File: config.mk
export PLATFORM = sky130hd
export DESIGN_NAME = display_link_tx
export DESIGN_NICKNAME = d
export VERILOG_FILES = /design/src/rtl/display_link_pkg.sv /design/src/rtl/display_link_baud.sv /design/src/rtl/display_link_tx.sv
export SDC_FILE = /design/constraint.sdc
export NUM_CORES = 1
export LEC_CHECK = 0
export CORE_MARGIN = 2
export CORE_UTILIZATION = 50
export DETAILED_ROUTE_END_ITERATION = 6
export PLACE_DENSITY_LB_ADDON = 0.25
export SLEW_MARGIN = 5
export SYNTH_ARGS = -nofsm -noshare
export SYNTH_HDL_FRONTEND = slang
export SYNTH_SLANG_ARGS = --single-unit
File: constraint.sdc
create_clock -name clk -period 4.45 [get_ports clk]
set_input_delay 1.1125 -clock clk [delete_from_list [all_inputs] [get_ports clk]]
set_output_delay 1.1125 -clock clk [all_outputs]
set_load 0.01 [all_outputs]
File: src/rtl/display_link_pkg.sv
// Shared state encoding and SPI idle levels for the display link transmitter.
package display_link_pkg;

  typedef enum logic [1:0] {
    ST_IDLE  = 2'd0,
    ST_SHIFT = 2'd1,
    ST_GAP   = 2'd2
  } state_t;

  localparam logic SCLK_IDLE = 1'b0;
  localparam logic CS_N_IDLE = 1'b1;
  localparam logic MOSI_IDLE = 1'b0;

endpackage

File: src/rtl/display_link_baud.sv
// SCLK generator: divides clk by ClkDiv per half-period and flags each toggle.
module display_link_baud
  import display_link_pkg::*;
#(
  parameter int unsigned ClkDiv = 4
) (
  input  logic clk,
  input  logic i_clear,
  input  logic i_run,
  output logic o_sclk,
  output logic o_tick_c
);

  localparam int unsigned DivW = $clog2(ClkDiv) + 1;
  localparam logic [DivW-1:0] DivLast = DivW'(ClkDiv - 1);

  logic [DivW-1:0] r_div;
  logic            r_sclk;

  // Tick marks the clk edge on which SCLK toggles.
  assign o_tick_c = i_run && (r_div == DivLast);
  assign o_sclk   = r_sclk;

  // Divider and SCLK; clear forces both back to their idle values.
  always_ff @(posedge clk) begin
    if (i_clear) begin
      r_div  <= '0;
      r_sclk <= SCLK_IDLE;
    end else if (i_run) begin
      if (o_tick_c) begin
        r_div  <= '0;
        r_sclk <= ~r_sclk;
      end else begin
        r_div <= r_div + DivW'(1);
      end
    end
  end

endmodule

File: src/rtl/display_link_tx.sv
// Snapshots DisplayBuffer once per frame and shifts it out MSB first over SCLK/MOSI/CS_N.
module display_link_tx
  import display_link_pkg::*;
#(
  parameter int unsigned DisplayBufferSize = 256,
  parameter int unsigned ClkDiv            = 4,
  parameter int unsigned FrameGap          = 16
) (
  input  logic                         clk,
  input  logic                         RESET,
  input  logic [DisplayBufferSize-1:0] DisplayBuffer,
  input  logic                         Enable,
  output logic                         SCLK,
  output logic                         MOSI,
  output logic                         CS_N,
  output logic                         Busy,
  output logic                         FrameDone
);

  localparam int unsigned BitW = $clog2(DisplayBufferSize);
  localparam int unsigned GapW = $clog2(FrameGap) + 1;
  // The MSB goes straight to MOSI at load, so the shadow only holds the remaining bits.
  localparam int unsigned ShW  = DisplayBufferSize - 1;
  localparam logic [BitW-1:0] BitLast = BitW'(DisplayBufferSize - 1);
  localparam logic [GapW-1:0] GapLast = GapW'(FrameGap - 1);

  state_t          r_state,   w_state_nxt;
  logic [ShW-1:0]  r_shadow,  w_shadow_nxt;
  logic [BitW-1:0] r_bit_cnt, w_bit_cnt_nxt;
  logic [GapW-1:0] r_gap_cnt, w_gap_cnt_nxt;
  logic            r_mosi,    w_mosi_nxt;
  logic            r_cs_n,    w_cs_n_nxt;
  logic            r_busy,    w_busy_nxt;
  logic            r_done,    w_done_nxt;

  logic w_load;
  logic w_sclk;
  logic w_tick_c;
  logic w_fall;
  logic w_baud_clear;

  assign w_fall       = w_tick_c & w_sclk;
  assign w_baud_clear = ~RESET | w_load;

  display_link_baud #(
    .ClkDiv (ClkDiv)
  ) u_baud (
    .clk      (clk),
    .i_clear  (w_baud_clear),
    .i_run    (r_state == ST_SHIFT),
    .o_sclk   (w_sclk),
    .o_tick_c (w_tick_c)
  );

  // Next-state and output logic; a frame load can start from IDLE or the last gap cycle.
  always_comb begin
    w_state_nxt   = r_state;
    w_shadow_nxt  = r_shadow;
    w_bit_cnt_nxt = r_bit_cnt;
    w_gap_cnt_nxt = r_gap_cnt;
    w_mosi_nxt    = r_mosi;
    w_cs_n_nxt    = r_cs_n;
    w_busy_nxt    = r_busy;
    w_done_nxt    = 1'b0;
    w_load        = 1'b0;

    case (r_state)
      ST_IDLE: begin
        if (Enable) w_load = 1'b1;
      end
      ST_SHIFT: begin
        if (w_fall) begin
          if (r_bit_cnt == BitLast) begin
            w_cs_n_nxt    = CS_N_IDLE;
            w_busy_nxt    = 1'b0;
            w_mosi_nxt    = MOSI_IDLE;
            w_done_nxt    = 1'b1;
            w_gap_cnt_nxt = '0;
            w_state_nxt   = ST_GAP;
          end else begin
            w_shadow_nxt  = {r_shadow[ShW-2:0], 1'b0};
            w_mosi_nxt    = r_shadow[ShW-1];
            w_bit_cnt_nxt = r_bit_cnt + BitW'(1);
          end
        end
      end
      ST_GAP: begin
        if (r_gap_cnt == GapLast) begin
          if (Enable) begin
            w_load = 1'b1;
          end else begin
            w_gap_cnt_nxt = '0;
            w_state_nxt   = ST_IDLE;
          end
        end else begin
          w_gap_cnt_nxt = r_gap_cnt + GapW'(1);
        end
      end
      default: w_state_nxt = ST_IDLE;
    endcase

    if (w_load) begin
      w_shadow_nxt  = DisplayBuffer[ShW-1:0];
      w_mosi_nxt    = DisplayBuffer[DisplayBufferSize-1];
      w_cs_n_nxt    = 1'b0;
      w_busy_nxt    = 1'b1;
      w_bit_cnt_nxt = '0;
      w_state_nxt   = ST_SHIFT;
    end
  end

  // State and datapath registers with synchronous active-low reset.
  always_ff @(posedge clk) begin
    if (!RESET) begin
      r_state   <= ST_IDLE;
      r_shadow  <= '0;
      r_bit_cnt <= '0;
      r_gap_cnt <= '0;
      r_mosi    <= MOSI_IDLE;
      r_cs_n    <= CS_N_IDLE;
      r_busy    <= 1'b0;
      r_done    <= 1'b0;
    end else begin
      r_state   <= w_state_nxt;
      r_shadow  <= w_shadow_nxt;
      r_bit_cnt <= w_bit_cnt_nxt;
      r_gap_cnt <= w_gap_cnt_nxt;
      r_mosi    <= w_mosi_nxt;
      r_cs_n    <= w_cs_n_nxt;
      r_busy    <= w_busy_nxt;
      r_done    <= w_done_nxt;
    end
  end

  assign SCLK      = w_sclk;
  assign MOSI      = r_mosi;
  assign CS_N      = r_cs_n;
  assign Busy      = r_busy;
  assign FrameDone = r_done;

endmodule

==> impl_metrics.tcl <==
set metrics [dict create \
    outcome "completed" \
    area_growth_pct 33.5 \
    drt_iter0_markers 634 \
    syn_inst 1002 \
    ant_nets 0 \
    r2r_end "r_shadow[112]" \
    report.final.setup_viol 0 \
    holdWs_ns 0.437 \
    rrSetupSlack_ns 1.89 \
    fp.dieW_um 152 \
    finalCriticalPeriod_ns 2.81 \
    rows 54 \
    drv_cap 0 \
    reg2reg_depth 6 \
    max_stage_delay_ns 0.73 \
    synth.avg_cell_area_um2 10.9 \
    place_congestion 0.812 \
    cts-buffers-inserted 29 \
    ys_seq_elements 278 \
    cts_tree "built" \
    vdd_drop_max_mv 0.284 \
    final_nets 1467 \
    worstPathCellList "clkdlybuf4s50_1 > and2_1 > a22oi_1 > buf_4 > nor2_4 > buf_12 > o2bb2ai_1" \
    yosysUniqueCellTypes 41 \
    avgViaCountPerCell 6.08 \
    required_ns 4.89 \
    placement.io_buffers 263 \
    htree_levels 1 \
    r2r-start "r_bit_cnt[0]" \
    syn_nets 1264 \
    fin_setup_tns_ns 0 \
    grt_first_pass_wirelength_um 43600 \
    cts-resized-gates 0 \
    skew_ns 0.00907 \
    cts_setup_buffers 0 \
    fmax_mhz 356 \
    drc_errors 0 \
    ctsHoldBuffers 0 \
    core_area_um2 21600 \
    wl_per_cell_um 18.7 \
    hold_path.class "register to register" \
    grt_max_degree 132 \
    slew_headroom_pct 40.4 \
    drive_above_1_share_pct 6.20 \
    seq_area_frac_synth_pct 51.1 \
    fin_area_um2 14600 \
    finalPower_uw 5700 \
    start_util_pct 50.4 \
    grt-ovfl-total 0 \
    drv_slew 0 \
    powerDensity_nw_per_um2 391 \
    dr_total_vias 9167 \
    dieArea_um2 23000 \
    arrival_ns 3.24 \
    crit_fanout 131 \
    netlist_area_um2 10900 \
    num_io_pins 264 \
    die_y_um 152 \
    dr.pass1.iters 5 \
    min_path_cells 2 \
    crit_path_top_delay_cell "clkdlybuf4s50_1" \
    hold_viol 0 \
    grt_usage_pct 22.8 \
    crit_buf_inv 3 \
    cts_buffer_depth 3 \
    grt_antenna_before_repair 1 \
    rsz0062_at_grt "no" \
    n_fill_cell 1738 \
    min-delay-start "r_gap_cnt[4]" \
    start_kind "input pin" \
    path_clk_slew_ns 0.06 \
    path_delay_family "buffers and inverters" \
    wl_um 28200 \
    critical_path_class "input pin to register" \
    yosysWarnings 0 \
    post-route-period-util_pct 63.1 \
    clkSinkCount 278 \
    grt_pass1_vias 8671 \
    p_leak_uw 0.00492 \
    clock-root-buffer "clkbuf_16" \
    clk_latency_ns 0.53 \
    place_area_um2 13600 \
    hold_end "r_gap_cnt[4]" \
    tightest_slew_ns 0.892 \
    cp-end-kind "register" \
    dp_hpwl_um 17400 \
]
[cell usage after synthesis (all sizes together)]
| cell | number | share of area [%] |
|---|---|---|
| o31ai | 2 | 0.14 |
| xnor2 | 2 | 0.16 |
| nand3 | 7 | 0.32 |
| o2bb2ai | 254 | 20 |
| nor2b | 3 | 0.17 |
| a31oi | 1 | 0.057 |
| a211oi | 3 | 0.32 |
| nand2b | 4 | 0.23 |
| a2111o | 1 | 0.10 |
| nand4 | 2 | 0.11 |
| o2111ai | 2 | 0.16 |
| o2111a | 1 | 0.10 |
| o21a | 1 | 0.069 |
| a21o | 1 | 0.069 |
| nor2 | 6 | 0.21 |
| or3 | 2 | 0.11 |
| dfxtp | 278 | 51 |
| a21oi | 15 | 0.69 |
| and2 | 1 | 0.057 |
| nand2 | 17 | 0.59 |
| xor2 | 1 | 0.080 |
| nand3b | 2 | 0.14 |
| o21ai | 7 | 0.32 |
| and3 | 2 | 0.11 |
| o22ai | 1 | 0.057 |
| buf | 82 | 4.3 |
| or4 | 3 | 0.21 |
| a311oi | 1 | 0.080 |
| o211ai | 1 | 0.069 |
| and3b | 1 | 0.080 |
| or2 | 1 | 0.057 |
| and4 | 1 | 0.080 |
| clkbuf | 33 | 1.1 |
| ha | 3 | 0.34 |
| nand4b | 2 | 0.16 |
| inv | 3 | 0.10 |
| a22oi | 255 | 18 |
[layer usage]
layer  up-vias  global-route usage (%)  routed length, um
met5         -                       0                 12
met4         2                    6.39                617
met3        44                    4.67               2070
met2       272                    36.5              13000
met1      4370                    31.3              12500
li1       4479                       -                  -
[kinds of logic (layout without fill, tap and decap cells)]
logic type      after synthesis  after routing  share of synthesized area (%)
compound gates              546            546                           40.2
xor+xnor                      3              3                          0.241
fa+ha+maj                     3              3                          0.344
buf+inv                     118            342                           5.50
flops                       278            278                           51.1
other cells                   0              1                              0
simple gates                 54             54                           2.64
[tightest hold or removal path: cells and delay by family (launching register included)]
kind,cells,cell delay (ns)
AND/OR/NAND/NOR,1,0.05
AO/OA/AOI/OAI,1,0.03
flip-flops,1,0.31
[worst max path at each step]
stage | start | endpoint | slack, ns | depth (start not counted)
3_5_place_dp | RESET | r_shadow[107] | 1.14 | 7
6_report | RESET | r_shadow[72] | 1.64 | 7
2_1_floorplan | RESET | r_shadow[100] | 2.05 | 8
4_1_cts | RESET | r_shadow[107] | 1.70 | 7
3_3_place_gp | RESET | r_shadow[80] | 1.16 | 7
5_1_grt | RESET | r_shadow[69] | 1.56 | 7
[cell usage in the layout (no fill, tap or decap), drive strengths merged, types with 2 or more instances in the layout]
cell	Yosys	layout
o2bb2ai	254	254
o21ai	7	7
nand4	2	2
clkinv	0	13
o2111ai	2	2
a21oi	15	15
a211oi	3	3
nand4b	2	2
nand2b	4	4
inv	3	2
bufinv	0	2
nand3	7	7
nor2b	3	3
nor2	6	6
clkdlybuf4s50	0	263
buf	82	24
dfxtp	278	278
or4	3	3
nand2	17	17
o31ai	2	2
nand3b	2	2
a22oi	255	255
ha	3	3
and3	2	2
xnor2	2	2
or3	2	2
clkbuf	33	37
[metrics by stage]
step	instances	worst slack, ns	utilization [%]
final	1507	1.64	67.3
after global routing	1506	1.56	67.3
after CTS	1506	1.70	67.3
after detailed placement	1454	1.14	63.1
after global placement	1454	1.16	63.1
after floorplan	1002	2.05	-
[state kept, by name, indices dropped and copies added, names as in the netlist]
signal,cells
r_shadow,255
r_bit_cnt,8
r_gap_cnt,5
u_baud.r_div,3
r_state,2
Busy,1
CS_N,1
FrameDone,1
MOSI,1
u_baud.o_sclk,1
[cell type report]
cell class / count / area [um2] / area share [%]
Antenna cell: 1 / 2.50 / 0.0172
Clock buffer: 37 / 786 / 5.40
Clock inverter: 15 / 128 / 0.877
Inverter: 3 / 16.3 / 0.112
Multi-Input combinational cell: 606 / 4750 / 32.7
Sequential cell: 278 / 5570 / 38.2
Tap cell: 280 / 350 / 2.41
Timing Repair Buffer: 287 / 2950 / 20.3
[power breakdown]
part	switching (uW)	internal (uW)	total [uW]
clock network	965	1360	2320
logic	273	364	637
registers	87.6	2650	2740
No activity file was read; power rests on OpenSTA's default activity.
